File: config.mk
export PLATFORM = sky130hd
export DESIGN_NAME = mem_access_sequencer_flat
export DESIGN_NICKNAME = d
export VERILOG_FILES = /design/src/rtl/mem_access_sequencer_if.sv /design/src/rtl/mem_access_sequencer.sv /design/src/flat_wrapper.sv
export SDC_FILE = /design/constraint.sdc
export NUM_CORES = 1
export LEC_CHECK = 0
export ABC_AREA = 1
export ABC_CLOCK_PERIOD_IN_PS = 2000
export CAP_MARGIN = 20
export CORE_MARGIN = 2
export CORE_UTILIZATION = 41
export CTS_CLUSTER_SIZE = 28
export DETAILED_ROUTE_END_ITERATION = 10
export PLACE_DENSITY_LB_ADDON = 0.05
export SYNTH_ARGS = -nofsm -noshare
export SYNTH_HDL_FRONTEND = slang
export SYNTH_SLANG_ARGS = --single-unit
File: constraint.sdc
create_clock -name CLK -period 2 [get_ports CLK]
set_input_delay 0.2 -clock CLK [delete_from_list [all_inputs] [get_ports CLK]]
set_output_delay 0.2 -clock CLK [all_outputs]
set_load 0.02 [all_outputs]
File: src/rtl/mem_access_sequencer_if.sv
// RAM-side bus of the memory access sequencer: strobe, direction, size, address, data, completion.
interface mem_access_sequencer_if #(
  parameter int unsigned AW = 32
);
  logic          MOV;
  logic          RW;
  logic [1:0]    typeData;
  logic [AW-1:0] mem_addr;
  logic [31:0]   mem_wdata;
  logic          MOC;
  logic [31:0]   mem_rdata;

  modport master (
    output MOV, RW, typeData, mem_addr, mem_wdata,
    input  MOC, mem_rdata
  );

  modport slave (
    input  MOV, RW, typeData, mem_addr, mem_wdata,
    output MOC, mem_rdata
  );
endinterface

File: src/rtl/mem_access_sequencer.sv
// Arbitrates a fetch port and a data port onto one RAM strobe/complete bus, round-robin on ties.
// Done pulses k+4 cycles after a request is sampled in IDLE; requesters hold req level while busy.
module mem_access_sequencer #(
  parameter int unsigned TIMEOUT = 15,
  parameter int unsigned AW      = 32
) (
  input  logic          CLK,
  input  logic          CLR,
  input  logic          if_req,
  input  logic [AW-1:0] if_addr,
  output logic          if_done,
  output logic [31:0]   if_rdata,
  input  logic          d_req,
  input  logic          d_rw,
  input  logic [1:0]    d_type,
  input  logic [AW-1:0] d_addr,
  input  logic [31:0]   d_wdata,
  output logic          d_done,
  output logic [31:0]   d_rdata,
  output logic          d_err,
  output logic          busy,
  mem_access_sequencer_if.master mem
);

  typedef enum logic [2:0] {IDLE, ARB, ACCESS, RELEASE, DONE} state_t;

  localparam logic [7:0] TO_LIM = 8'(TIMEOUT);

  state_t        state;
  state_t        state_nxt;
  logic [AW-1:0] addr_q;
  logic [31:0]   wdata_q;
  logic          rw_q;
  logic [1:0]    type_q;
  logic          grant_d;
  logic          last_d;
  logic          err_q;
  logic [7:0]    cnt_q;
  logic [7:0]    cnt_inc;
  logic          timeout_hit;
  logic          pick_d;

  // The counter includes the current ACCESS cycle, so MOV stays high exactly TIMEOUT cycles.
  assign cnt_inc     = (cnt_q == 8'hFF) ? cnt_q : cnt_q + 8'd1;
  assign timeout_hit = (cnt_inc == TO_LIM);

  always_comb begin
    pick_d = d_req;
    if (d_req && if_req)
      pick_d = !last_d;
  end

  always_comb begin
    state_nxt = state;
    case (state)
      IDLE:    if (if_req || d_req) state_nxt = ARB;
      ARB:     state_nxt = (if_req || d_req) ? ACCESS : IDLE;
      ACCESS:  if (mem.MOC || timeout_hit) state_nxt = RELEASE;
      RELEASE: if (!mem.MOC) state_nxt = DONE;
      DONE:    state_nxt = IDLE;
      default: state_nxt = IDLE;
    endcase
  end

  always_ff @(posedge CLK) begin
    if (CLR) begin
      state    <= IDLE;
      addr_q   <= '0;
      wdata_q  <= '0;
      rw_q     <= 1'b1;
      type_q   <= 2'b10;
      grant_d  <= 1'b0;
      last_d   <= 1'b0;
      err_q    <= 1'b0;
      cnt_q    <= '0;
      if_rdata <= '0;
      d_rdata  <= '0;
    end else begin
      state <= state_nxt;
      case (state)
        ARB: begin
          if (if_req || d_req) begin
            grant_d <= pick_d;
            if (pick_d) begin
              addr_q  <= d_addr;
              wdata_q <= d_wdata;
              rw_q    <= d_rw;
              type_q  <= d_type;
            end else begin
              addr_q  <= if_addr;
              wdata_q <= '0;
              rw_q    <= 1'b1;
              type_q  <= 2'b10;
            end
          end
        end
        ACCESS: begin
          cnt_q <= cnt_inc;
          if (mem.MOC) begin
            if (rw_q) begin
              if (grant_d)
                d_rdata <= mem.mem_rdata;
              else
                if_rdata <= mem.mem_rdata;
            end
          end else if (timeout_hit) begin
            err_q <= 1'b1;
          end
        end
        DONE: begin
          last_d <= grant_d;
          cnt_q  <= '0;
          err_q  <= 1'b0;
        end
        default: ;
      endcase
    end
  end

  // RAM-side controls come only from the latched copy, never from live requester inputs.
  assign mem.MOV       = (state == ACCESS);
  assign mem.RW        = rw_q;
  assign mem.typeData  = type_q;
  assign mem.mem_addr  = addr_q;
  assign mem.mem_wdata = wdata_q;

  assign if_done = (state == DONE) && !grant_d;
  assign d_done  = (state == DONE) && grant_d;
  assign d_err   = (state == DONE) && err_q;
  assign busy    = (state != IDLE);

endmodule
File: src/flat_wrapper.sv
// flat-port wrapper written by rule: the top's interface ports become plain ports
module mem_access_sequencer_flat 
#(
  parameter int unsigned TIMEOUT = 15,
  parameter int unsigned AW      = 32
)
  (CLK, CLR, if_req, if_addr, if_done, if_rdata, d_req, d_rw, d_type, d_addr, d_wdata, d_done, d_rdata, d_err, busy, mem_MOV, mem_RW, mem_typeData, mem_mem_addr, mem_mem_wdata, mem_MOC, mem_mem_rdata);
  mem_access_sequencer_if #(.AW(AW)) mem_i ();
  input  logic CLK;
  input  logic CLR;
  input  logic if_req;
  input  logic [AW-1:0] if_addr;
  output logic if_done;
  output logic [31:0] if_rdata;
  input  logic d_req;
  input  logic d_rw;
  input  logic [1:0] d_type;
  input  logic [AW-1:0] d_addr;
  input  logic [31:0] d_wdata;
  output logic d_done;
  output logic [31:0] d_rdata;
  output logic d_err;
  output logic busy;
  output wire logic [$bits(mem_i.MOV)-1:0] mem_MOV;
  output wire logic [$bits(mem_i.RW)-1:0] mem_RW;
  output wire logic [$bits(mem_i.typeData)-1:0] mem_typeData;
  output wire logic [$bits(mem_i.mem_addr)-1:0] mem_mem_addr;
  output wire logic [$bits(mem_i.mem_wdata)-1:0] mem_mem_wdata;
  input wire logic [$bits(mem_i.MOC)-1:0] mem_MOC;
  input wire logic [$bits(mem_i.mem_rdata)-1:0] mem_mem_rdata;
  assign mem_MOV = mem_i.MOV;
  assign mem_RW = mem_i.RW;
  assign mem_typeData = mem_i.typeData;
  assign mem_mem_addr = mem_i.mem_addr;
  assign mem_mem_wdata = mem_i.mem_wdata;
  assign mem_i.MOC = mem_MOC;
  assign mem_i.mem_rdata = mem_mem_rdata;
  mem_access_sequencer #(.TIMEOUT(TIMEOUT), .AW(AW)) u_core (.CLK(CLK), .CLR(CLR), .if_req(if_req), .if_addr(if_addr), .if_done(if_done), .if_rdata(if_rdata), .d_req(d_req), .d_rw(d_rw), .d_type(d_type), .d_addr(d_addr), .d_wdata(d_wdata), .d_done(d_done), .d_rdata(d_rdata), .d_err(d_err), .busy(busy), .mem(mem_i));
endmodule
==> reports/metrics.cfg <==
[outcome]
status = complete, no violations

[synthesis]
ys_seq_elements = 145
syn-instance-count = 746
avgSynthCellArea_um2 = 7.54
synth.largest_area_cell = dfxtp_1
yosys.cell_types.count = 29
netlist_top_cells_area = dfxtp_1 (52%), nor2_1 (9.5%), a21oi_1 (9.5%)
synth.cell_area_um2 = 5620
seq_area_frac_synth = 0.516
yosysWarnings = 0
synth_nets = 883
synth_top_area_frac = 0.516

[clock_network]
clk_pin_slew_ns = 0.06
clock_path_buffers = 2
clkSinkCount = 145
cts_hold_buf = 0
cts_buffers = 17
htree_num_levels = 4
post-cts-setup-buffer-count = 0
clock_latency_ns = 0.42
clockRootBuffer = clkbuf_16
cts_tree = built

[critical_path]
crit_fanout = 4
start_kind = register
cpPeakStageDelay_ns = 0.42
endpoint_kind = output pin
cp_cell_sequence = inv_1, nor3_1, inv_1, nor2_1, dlygate4sd2_1
slowest_stage = dfxtp_1
critPathKind = register to output pin
crit_top_cell = inv_1
r2r.worst_path.cells = 12
worstPathRequired_ns = 1.80
critPathArrivalTime_ns = 1.63

[timing]
fin_tns_setup_ns = 0
finalSetupViolCount = 0
maxSlewHeadroom = 0.600
final.period_utilization = 0.913
max_freq_ghz = 0.548
period_minus_slack_ns = 1.83
rsz0062_at_grt = no
drv_slew = 0
hold_viol = 0
fin_skew_ns = 0.00754
worst_slack_ns = 0.175
max_slew.worst_pin.slew_ns = 0.599

[global_routing]
grtUsageTotal = 0.247
grt_max_degree = 65
grt_overflow = 0
grt_pass1_wl_um = 28400
grt_pass1_vias = 5594
antenna_found_initial = 0

[detailed_routing]
vias = 5746
viasPerCell = 4.83
dr.first_iter.drc_count = 429
ant_nets = 0
dr.pass1.iters = 4
routed_wl_um = 18100
drc = 0
wl_per_cell_um = 15.2

[hold_path]
hold_depth = 3
hp-class = primary input to register

[placement]
placed_cells = 1158
hpwlAfterDp_um = 12200
post-place-ws_ns = 0.106
routabilityCongestion = 0.821
io_buffer_count = 271

[die]
dieArea_um2 = 14700
die_x_um = 121
rows = 42
core_um2 = 13300
die_y_um = 121
start_util = 0.423
io_pins = 272

[layout]
fin_cells = 1190
fillers = 1157
final_nets = 1138
post_route_cells_drive_above_1_share = 0.0641
area_delta_synth_final_pct = 61.8
layout_commonest_cell = clkdlybuf4s50_1
mostFrequentLayoutCells = clkdlybuf4s50_1 (267), dfxtp_1 (144), nor2_1 (143)
n_antenna_cell = 0

[pwr]
ir_drop_v = 0.000688
powerDensity_nw_per_um2 = 928
p_leak_nw = 3.62

[job]
drv_cap = 0

==> sequential cells by signal, summed over array words and instances, names as in the netlist <==
| signal | count |
|---|---|
| u_core.cnt_q | 8 |
| u_core.mem.mem_addr | 32 |
| u_core.mem.mem_wdata | 32 |
| u_core.grant_d | 1 |
| u_core.err_q | 1 |
| u_core.mem.typeData | 2 |
| u_core.mem.RW | 1 |
| u_core.last_d | 1 |
| u_core.d_rdata | 32 |
| u_core.state | 3 |
| u_core.if_rdata | 32 |
==> repair_timing <==
action	4_1_cts	5_1_grt
resized for setup	3	9
gates cloned	0	0
endpoints found under the setup margin	3	6
==> worst max-delay path: cells and delay by family, from the launching register on <==
family / cells / cell delay, ns
buffers and inverters: 3 / 0.52
AND/OR/NAND/NOR: 2 / 0.28
flip-flops: 1 / 0.42
==> cell usage after synthesis <==
library cell / n
a21oi_1: 107
buf_2: 3
buf_6: 6
clkbuf_1: 39
clkinv_2: 1
dfxtp_1: 145
ha_1: 1
inv_1: 22
inv_2: 4
nand2_1: 137
nand2_2: 1
nand2_4: 1
nand3_1: 14
nand3_2: 1
nand3b_1: 1
nor2_1: 143
nor2_2: 2
nor2_8: 1
nor3_1: 3
nor3_2: 1
nor3_4: 2
nor4_4: 1
o211ai_1: 1
o21a_1: 1
o21ai_0: 88
o21ai_1: 14
o21bai_1: 3
xnor2_1: 1
xor2_1: 2
==> layer usage <==
layer	share of wire	vias up	track usage
li1	-	2943	-
met1	0.42	2595	0.291
met2	0.48	182	0.408
met3	0.088	26	0.0977
met4	0.020	0	0.0821
met5	0	-	0
==> area by class of cell <==
type | count | area [um2] | share of cell area
repair buffers | 284 | 2880 | 0.317
inverters | 27 | 103 | 0.0113
flip-flops and latches | 145 | 2900 | 0.319
multi-input cells | 526 | 2410 | 0.265
clock buffers | 23 | 478 | 0.0525
well taps | 176 | 220 | 0.0242
clock inverters | 9 | 105 | 0.0116
==> logic make-up (layout without fill, tap and decap cells) <==
| logic type | count (synthesis) | after routing | synth area share |
|---|---|---|---|
| buffers and inverters | 75 | 343 | 0.0590 |
| AOI/OAI and AO/OA | 214 | 214 | 0.193 |
| DFF | 145 | 145 | 0.516 |
| xor gates and xnor gates | 3 | 3 | 0.00467 |
| and+or+nand+nor | 308 | 308 | 0.225 |
| adders and majority gates | 1 | 1 | 0.00222 |
==> report_power, final <==
| group | total, mW | internal [mW] | leakage, nW | switching, mW |
|---|---|---|---|---|
| Clock | 3.16 | 1.93 | 0.287 | 1.22 |
| Sequential | 3.30 | 3.16 | 1.18 | 0.140 |
| Combinational | 1.99 | 0.929 | 2.16 | 1.06 |
==> path summary, 6_finish.rpt <==
kind	from	end	slack (ns)
setup / recovery	u_core.state[2]	d_done	0.17
hold / removal	d_wdata[31]	u_core.mem.mem_wdata[31]	0.33
setup reg to reg	u_core.cnt_q[0]	u_core.state[1]	0.24
hold reg to reg	u_core.mem.mem_wdata[28]	u_core.mem.mem_wdata[28]	0.46
==> through the flow <==
step	hold WS [ns]	power (mW)	util	cell area (um2)
2_1_floorplan	0.335	4.34	-	5620
3_3_place_gp	0.444	5.34	0.640	8500
3_5_place_dp	0.452	5.35	0.640	8500
4_1_cts	0.316	8.49	0.683	9080
5_1_grt	0.326	8.80	0.684	9100
6_report	0.332	8.45	0.684	9100
(Power assumes the default switching activity.)
